**src/rtl/mist_ctrl_spi_master.sv**
```systemverilog
// IO-controller side of the user_io SPI protocol: watches the button, switch, joystick
// and status inputs and sends a command frame for each word that changed since it was last sent.
module mist_ctrl_spi_master #(
    parameter int CLK_DIV = 4
) (
    input  logic        clk,
    input  logic        sys_reset,
    input  logic [1:0]  buttons_in,
    input  logic        scandoubler_disable_in,
    input  logic [19:0] joystick_0_in,
    input  logic [19:0] joystick_1_in,
    input  logic [31:0] status_in,
    output logic        SPI_SCK,
    output logic        SPI_DI,
    output logic        CONF_DATA0,
    output logic        busy,
    output logic        frame_done
);

    typedef enum logic [2:0] {
        S_IDLE, S_SETUP, S_SCK_HI, S_SCK_LO, S_HOLD, S_GAP
    } state_t;

    localparam logic [7:0] DIV_RELOAD = 8'(CLK_DIV - 1);

    state_t      r_state, w_state_nxt;
    logic [7:0]  r_div;
    logic        r_gap_half;
    logic [5:0]  r_bits;
    logic [39:0] r_shift;
    logic [2:0]  r_btn_sent;
    logic [19:0] r_joy0_sent, r_joy1_sent;
    logic [31:0] r_status_sent;
    logic [3:0]  r_pending;     // {STATUS, JOY1, JOY0, BTN}

    logic [2:0]  w_btn_live;
    logic [3:0]  w_changed;
    logic [3:0]  w_grant;
    logic        w_sel;
    logic        w_div_done;
    logic        w_reload;
    logic [39:0] w_load_data;
    logic [5:0]  w_load_bits;

    assign w_btn_live = {scandoubler_disable_in, buttons_in};
    assign w_changed  = {status_in != r_status_sent, joystick_1_in != r_joy1_sent,
                         joystick_0_in != r_joy0_sent, w_btn_live != r_btn_sent};
    assign w_sel      = (r_state == S_IDLE) && (|r_pending);
    assign w_div_done = (r_div == 8'd0);
    // GAP spans two divider periods so the 8-bit divider never has to hold 2*CLK_DIV.
    assign w_reload   = (w_state_nxt != r_state) || (r_state == S_GAP && w_div_done);

    always_comb begin
        w_grant = 4'b0000;
        if (w_sel) begin
            if (r_pending[0])      w_grant = 4'b0001;
            else if (r_pending[1]) w_grant = 4'b0010;
            else if (r_pending[2]) w_grant = 4'b0100;
            else                   w_grant = 4'b1000;
        end
    end

    // Frames are left-aligned so the shifter always sends from bit 39.
    always_comb begin
        w_load_data = {8'h1E, status_in[7:0], status_in[15:8], status_in[23:16], status_in[31:24]};
        w_load_bits = 6'd40;
        if (w_grant[0]) begin
            w_load_data = {8'h01, 3'b000, scandoubler_disable_in, 2'b00, buttons_in, 24'h000000};
            w_load_bits = 6'd16;
        end else if (w_grant[1]) begin
            w_load_data = {8'h02, joystick_0_in[7:0], joystick_0_in[15:8], 4'h0, joystick_0_in[19:16], 8'h00};
        end else if (w_grant[2]) begin
            w_load_data = {8'h03, joystick_1_in[7:0], joystick_1_in[15:8], 4'h0, joystick_1_in[19:16], 8'h00};
        end
    end

    always_ff @(posedge clk) begin
        if (!sys_reset) begin
            r_pending     <= 4'hF;
            r_btn_sent    <= '0;
            r_joy0_sent   <= '0;
            r_joy1_sent   <= '0;
            r_status_sent <= '0;
        end else begin
            r_pending <= (r_pending | w_changed) & ~w_grant;
            if (w_grant[0]) r_btn_sent    <= w_btn_live;
            if (w_grant[1]) r_joy0_sent   <= joystick_0_in;
            if (w_grant[2]) r_joy1_sent   <= joystick_1_in;
            if (w_grant[3]) r_status_sent <= status_in;
        end
    end

    always_ff @(posedge clk) begin
        if (w_sel) begin
            r_shift <= w_load_data;
            r_bits  <= w_load_bits;
        end else if (r_state == S_SCK_HI && w_div_done) begin
            r_shift <= {r_shift[38:0], 1'b0};
            r_bits  <= r_bits - 6'd1;
        end
    end

    always_ff @(posedge clk) begin
        if (!sys_reset) begin
            r_div      <= DIV_RELOAD;
            r_gap_half <= 1'b0;
        end else begin
            if (w_reload)            r_div <= DIV_RELOAD;
            else if (!w_div_done)    r_div <= r_div - 8'd1;
            r_gap_half <= (r_state == S_GAP) ? (r_gap_half | w_div_done) : 1'b0;
        end
    end

    always_ff @(posedge clk) begin
        if (!sys_reset) r_state <= S_IDLE;
        else            r_state <= w_state_nxt;
    end

    always_comb begin
        w_state_nxt = r_state;
        case (r_state)
            S_IDLE:   if (|r_pending)  w_state_nxt = S_SETUP;
            S_SETUP:  if (w_div_done)  w_state_nxt = S_SCK_HI;
            S_SCK_HI: if (w_div_done)  w_state_nxt = S_SCK_LO;
            S_SCK_LO: if (w_div_done)  w_state_nxt = (r_bits == 6'd0) ? S_HOLD : S_SCK_HI;
            S_HOLD:   if (w_div_done)  w_state_nxt = S_GAP;
            S_GAP:    if (w_div_done && r_gap_half) w_state_nxt = S_IDLE;
            default:  w_state_nxt = S_IDLE;
        endcase
    end

    always_comb begin
        CONF_DATA0 = !(r_state == S_SETUP || r_state == S_SCK_HI || r_state == S_SCK_LO);
        SPI_SCK    = (r_state == S_SCK_HI);
        SPI_DI     = !CONF_DATA0 && r_shift[39];
        busy       = (r_state != S_IDLE);
        frame_done = (r_state == S_HOLD) && (r_div == DIV_RELOAD);
    end

endmodule

```
**config.mk**
```make
export PLATFORM = sky130hd
export DESIGN_NAME = mist_ctrl_spi_master
export DESIGN_NICKNAME = d
export VERILOG_FILES = /design/src/rtl/mist_ctrl_spi_master.sv
export SDC_FILE = /design/constraint.sdc
export NUM_CORES = 1
export LEC_CHECK = 0
export BUFFER_PORTS_ARGS = -buffer_cell sky130_fd_sc_hd__buf_2
export CORE_ASPECT_RATIO = 0.9
export CORE_UTILIZATION = 40
export CTS_CLUSTER_DIAMETER = 60
export DETAILED_ROUTE_END_ITERATION = 10
export GPL_TIMING_DRIVEN = 0
export RECOVER_POWER = 25
export SLEW_MARGIN = 15
export SYNTH_ARGS = -nofsm -noshare
export SYNTH_HDL_FRONTEND = slang
export SYNTH_SLANG_ARGS = --single-unit
```
**constraint.sdc**
```tcl
create_clock -name clk -period 2.5 [get_ports clk]
set_input_delay 0.125 -clock clk [delete_from_list [all_inputs] [get_ports clk]]
set_output_delay 0.125 -clock clk [all_outputs]
set_load 0.1 [all_outputs]
```
# Word-level counts from Yosys, hierarchy flattened
# Cells that the tools add are included.
dict set report op_classes {
  eq_ne 11
  addsub 2
  reduce_logical 18
  bitwise_logic 5
  n_mux 20
}
# cell count
set ops {}
lappend ops {{two-way mux 37 bit} 3}
lappend ops {{two-way mux 40 bit} 2}
lappend ops {{inequality test 20 bit} 2}
lappend ops {{inequality test 32 bit} 1}
lappend ops {{two-way mux 3 bit} 7}
lappend ops {{two-way mux 6 bit} 3}
lappend ops {{one-hot mux 3 bit (6 select lines)} 1}
lappend ops {{two-way mux 4 bit} 4}
lappend ops {{== test 8 x 2 -> 1 bit, second input constant} 1}
lappend ops {{zero test 8 bit} 1}
lappend ops {{subtractor 8 x 1 -> 8 bit, second input constant} 1}
lappend ops {{== test 3 x 2 -> 1 bit, second input constant} 2}
lappend ops {{== test 3 bit, second input constant} 2}
lappend ops {{logical AND 1 bit} 6}
lappend ops {{zero test 6 bit} 1}
lappend ops {{inequality test 3 bit} 2}
lappend ops {{subtractor 6 x 1 -> 6 bit, second input constant} 1}
lappend ops {{AND 4 bit} 1}
lappend ops {{NOT 4 bit} 1}
lappend ops {{OR 4 bit} 1}
lappend ops {{OR reduction 4 bit} 1}
lappend ops {{== test 3 x 1 -> 1 bit, second input constant} 1}
lappend ops {{zero test 3 bit} 1}
lappend ops {{logical OR 1 bit} 3}
lappend ops {{7 further kinds} 7}
dict set report totals {
  in_bits 77
  out_inout_bits 5
  reg_bits 137
  wordCells 66
}

# Depth between registers and ports, before layout
dict set report depth {
  ltp_word 8
  depth_mapped 8
  depth_no_buf 7
}

# Worst setup path after synthesis
# Ideal clock, no wire load.
dict set report synth_path {
  path_type {register to register}
  startpoint {register r_state[1]}
  endpoint {register r_bits[0] (enable)}
  setup_time_ns 0.405
  arrival_ns 4.234
  period_less_slack_ns 4.639
  slack_ns -2.139
  path_stages_with_launch 5
  cell_sequence {dfxtp_1 -> clkbuf_1 -> nor3b_1 -> nand3_1 -> nand2_1}
}
dict set report synth_via {
  elab_chain_cells 3
}
# item line_no
set synth_lines {}
lappend synth_lines {{start, declared} 26} ;# state_t r_state, w_state_nxt;
lappend synth_lines {{start signal, assigned} 116} ;# else r_state <= w_state_nxt;
lappend synth_lines {{== test 3 x 2 -> 1 bit} --}
lappend synth_lines {{via SPI_SCK} 13} ;# output logic SPI_SCK,
lappend synth_lines {{logical AND 1 bit} 97} ;# end else if (r_state == S_SCK_HI && w_div_done) begin
lappend synth_lines {{nonzero test 2 bit (no line)} --}
lappend synth_lines {{end signal, assigned} 96} ;# r_bits <= w_load_bits;
lappend synth_lines {{end signal, assigned} 99} ;# r_bits <= r_bits - 6'd1;
lappend synth_lines {{end, declared} 29} ;# logic [5:0] r_bits;
# The timed path passes the listed nets, and every way through them passes these cells.
# A chain may end at the register's enable or synchronous reset.

# Final worst setup path
dict set report layout_path {
  startpoint {register r_state[2]}
  endpoint {output port frame_done}
}
dict set report layout_via {
  elab_chain_cells 2
}
# item line_no
set layout_lines {}
lappend layout_lines {{== test 3 bit} 137} ;# frame_done = (r_state == S_HOLD) && (r_div == DIV_RELOAD);
lappend layout_lines {{logical AND 1 bit} 137}
lappend layout_lines {{end, declared} 17} ;# output logic frame_done
# Every way passes these cells.

==> out/qor.txt <==
Status - finished, final reports clean
Max cap viols - 0
RSZ-0062 raised after global routing - no
Clock sink count - 137
CTS Root Cell - clkbuf_16
Post-synth ARST share - 0
VDD IR max - 0.522 mV
Clock latency on the worst-skew pair - 0.42 ns
Startpoint Class - flip-flop
Comb pwr share - 0.123
RD Place Congestion - 0.830
Clock slew at reported path FFs - 0.06 ns
Final setup violation count - 0
Final Max Tran Viols - 0
Clk buf depth - 2
Synthesized net count - 831
Sw Ratio - 0.251
Count of final hold-check violations - 0
Core ar. - 0.0161 mm^2
ANT cells - 0
Routed len/inst - 16.3 um
Remaining antenna violation count - 0
Sequential Power Share - 0.445
# port buffers - 81
Setup bufs post-CTS - 0
Routed WL - 18.7 mm
Design Power - 5650 uW
CTS tree - yes
Cell variety after synth - 46
Final Skew - 0.00625 ns
Initial Util - 0.407
Site Rows - 44
Rel. slew slack - 0.484
Mean Syn Cell Area - 8.73 um^2
Post-Layout Cell Count - 1,143
CP Class - reg2out
DIE AREA - 0.0169 mm^2
Hpwl dp - 13.0 mm
First-pass iteration count of the detailed router - 5
Critical path cell sequence - buf_1, nor2b_1, nand3_1, nor3b_2, clkbuf_4
Fin crit period - 2.34 ns
Remaining Overflow, GRT - 0
Placed Cells - 1,038
Share of cells above drive strength 1 - 0.146
Kind of cell adding the most delay to the critical path - buffers and inverters
Largest net degree at the start of global routing - 48
Die width - 137 um
PD cells - 661 mW/mm^2
Setup WS post-layout - 0.157 ns
WP buf/inv - 2
Final core utilization - 0.531
Via count - 5,856
Fin crit share - 0.937
GRT Util Overall - 0.234
Cell count after synthesis - 750
Setup_tns - 0 ns
Worst Setup End Kind - output port
P_int - 4230 uW
Least-Margin Pin Slew - 0.775 ns
Global-route wire length before repair - 29.1 mm
Number of synthesized flops with an enable pin - 46
H-tree depth - 4
Main synth FF type - dfxtp_1
Max Fclk - 427 MHz
Syn. warnings - 0
CP max FO - 10
Slowest-stage cell, CP - buf_1
CP Data Required Time - 2.38 ns
P_leak - 0.00340 uW
Min-delay worst type - in2reg
Vias/cell - 5.12
Arr. time, crit path - 2.22 ns
FF+latch count, synth - 137
Post-route DRC - 0
DRT iter0 DRCs - 450
I/O pin count - 82
Power share of the clock group - 0.432
Initial antenna violation count - 0
Psw - 1420 uW
CTS Buf Count - 17
Seq/Total Area, Yosys - 0.489
CP max stage delay - 0.39 ns
Vias in the first global route - 5,559
DIE HEIGHT - 123 um
Synthesis-to-finish area growth - 30.4%
Pre-CTS setup slack - 0.183 ns
Final net count - 1,004
Netlist Area Pre-Place - 0.00655 mm^2
==> area by class of cell <==
cell class | count | area [um^2]
Buffer | 45 | 205
Multi-Input combinational cell | 558 | 3130
Clock inverter | 9 | 67.6
Sequential cell | 137 | 3200
Tap cell | 207 | 259
Inverter | 10 | 37.5
Clock buffer | 23 | 499
Fill cell | 1509 | 7530
Timing Repair Buffer | 154 | 1140
==> synth_stat cells (2+ instances only) <==
cell type,number,area [um^2]
o21ai_0,23,115
nand3_1,5,25.0
dfxtp_1,91,1820
edfxtp_1,46,1380
nand4_1,11,68.8
a21o_1,18,135
xnor2_1,26,228
buf_2,16,80.1
xor2_1,58,508
or4_1,2,15.0
o21ai_1,20,100
nor3b_1,4,30.0
buf_6,2,22.5
mux2i_1,7,70.1
nand2_1,204,766
buf_4,3,22.5
and2_1,5,31.3
nor2b_1,2,12.5
a21oi_1,97,485
a222oi_1,3,30.0
a22oi_1,3,22.5
clkbuf_1,24,90.1
ha_1,4,50.1
a21bo_2,2,20.0
inv_1,9,33.8
nor2_1,24,90.1
nor4_1,16,100
nor3_1,7,35.0
==> placed cells by master (no fill, tap or decap), types with 2 or more instances in the layout <==
cell           synthesis  routed
nand2_1              204     203
a21oi_1               97      97
dfxtp_1               91      91
buf_2                 16      88
dlygate4sd3_1          0      73
xor2_1                58      58
edfxtp_1              46      46
clkbuf_1              24      31
xnor2_1               26      26
nor2_1                24      23
o21ai_0               23      23
o21ai_1               20      20
a21o_1                18      18
clkbuf_16              0      18
nor4_1                16      16
nand4_1               11      11
inv_1                  9       9
nor3_1                 7       8
mux2i_1                7       7
nand3_1                5       4
ha_1                   4       4
clkinv_2               0       4
clkbuf_2               0       3
and2_1                 5       3
a222oi_1               3       3
a22oi_1                3       3
clkbuf_8               0       3
clkinv_1               0       3
or4_1                  2       2
buf_4                  3       2
buf_6                  2       2
and2_0                 0       2
nor2b_1                2       2
nor3b_1                4       2
a21bo_2                2       2
==> power groups by stage <==
stage / Combinational [uW] / Sequential (uW) / Clock [uW]
after CTS: 697 / 2510 / 2460
after floorplan: 375 / 2540 / 0
after global routing: 763 / 2530 / 2560
after detailed placement: 608 / 2560 / 0
final: 696 / 2510 / 2440
after global placement: 607 / 2560 / 0
==> worst register-to-register path, stage by stage (launching register included) <==
cell and delay [ns]:
dfxtp_1 0.31, clkbuf_2 0.22, nor4_4 0.45, nand2_1 0.31, clkbuf_1 0.33, a21oi_1 0.28, o21ai_1 0.10
==> sequential cells by signal (all words and copies together) (netlist names) <==
| register | flops |
|---|---|
| r_div | 8 |
| r_btn_sent | 3 |
| r_pending | 4 |
| r_shift | 40 |
| r_gap_half | 1 |
| r_joy1_sent | 20 |
| r_state | 3 |
| r_bits | 6 |
| r_joy0_sent | 20 |
| r_status_sent | 32 |
==> worst paths after layout <==
path	depth (start not counted)	slack, ns	start	end
hold / removal	3	0.02	status_in[21]	r_status_sent[21]$_SDFFE_PN0P_
setup reg to reg	6	0.25	r_state[0]$_SDFF_PN0_	r_shift[23]$_DFFE_PP_
setup / recovery	5	0.16	r_state[2]$_SDFF_PN0_	frame_done
hold reg to reg	2	0.47	r_status_sent[21]$_SDFFE_PN0P_	r_status_sent[21]$_SDFFE_PN0P_
==> logic make-up (layout without fill, tap and decap cells) <==
logic type,after synthesis,after routing,synth area share
multiplexers,8,8,0.0124
adder cells (fa/ha/maj),4,4,0.00764
AO/OA/AOI/OAI,172,172,0.146
AND/OR/NAND/NOR,290,290,0.194
flip-flops,137,137,0.489
buffers and inverters,55,241,0.0386
XOR/XNOR,84,84,0.112
==> what timing repair did <==
| action | CTS | global route |
|---|---|---|
| resized for setup | 0 | 4 |
| hold endpoints to repair | 73 | 0 |
| hold buffers | 73 | 0 |
| endpoints found under the setup margin | 0 | 27 |
==> layer usage <==
layer,share of wire,GRT usage,vias to the layer above
met1,0.47,0.315,2763
met2,0.47,0.373,152
met3,0.046,0.0484,26
met4,0.016,0.0831,0
met5,0,0,-
li1,-,-,2915
==> per-stage QoR <==
step / hold slack (ns) / area, um^2
CTS: 0.00190 / 8560
global placement: 0.401 / 7260
finish: 0.0173 / 8540
detailed placement: 0.405 / 7260
global route: 0.0242 / 8540
floorplan: 0.201 / 6600
No activity file was read; power rests on OpenSTA's default activity.
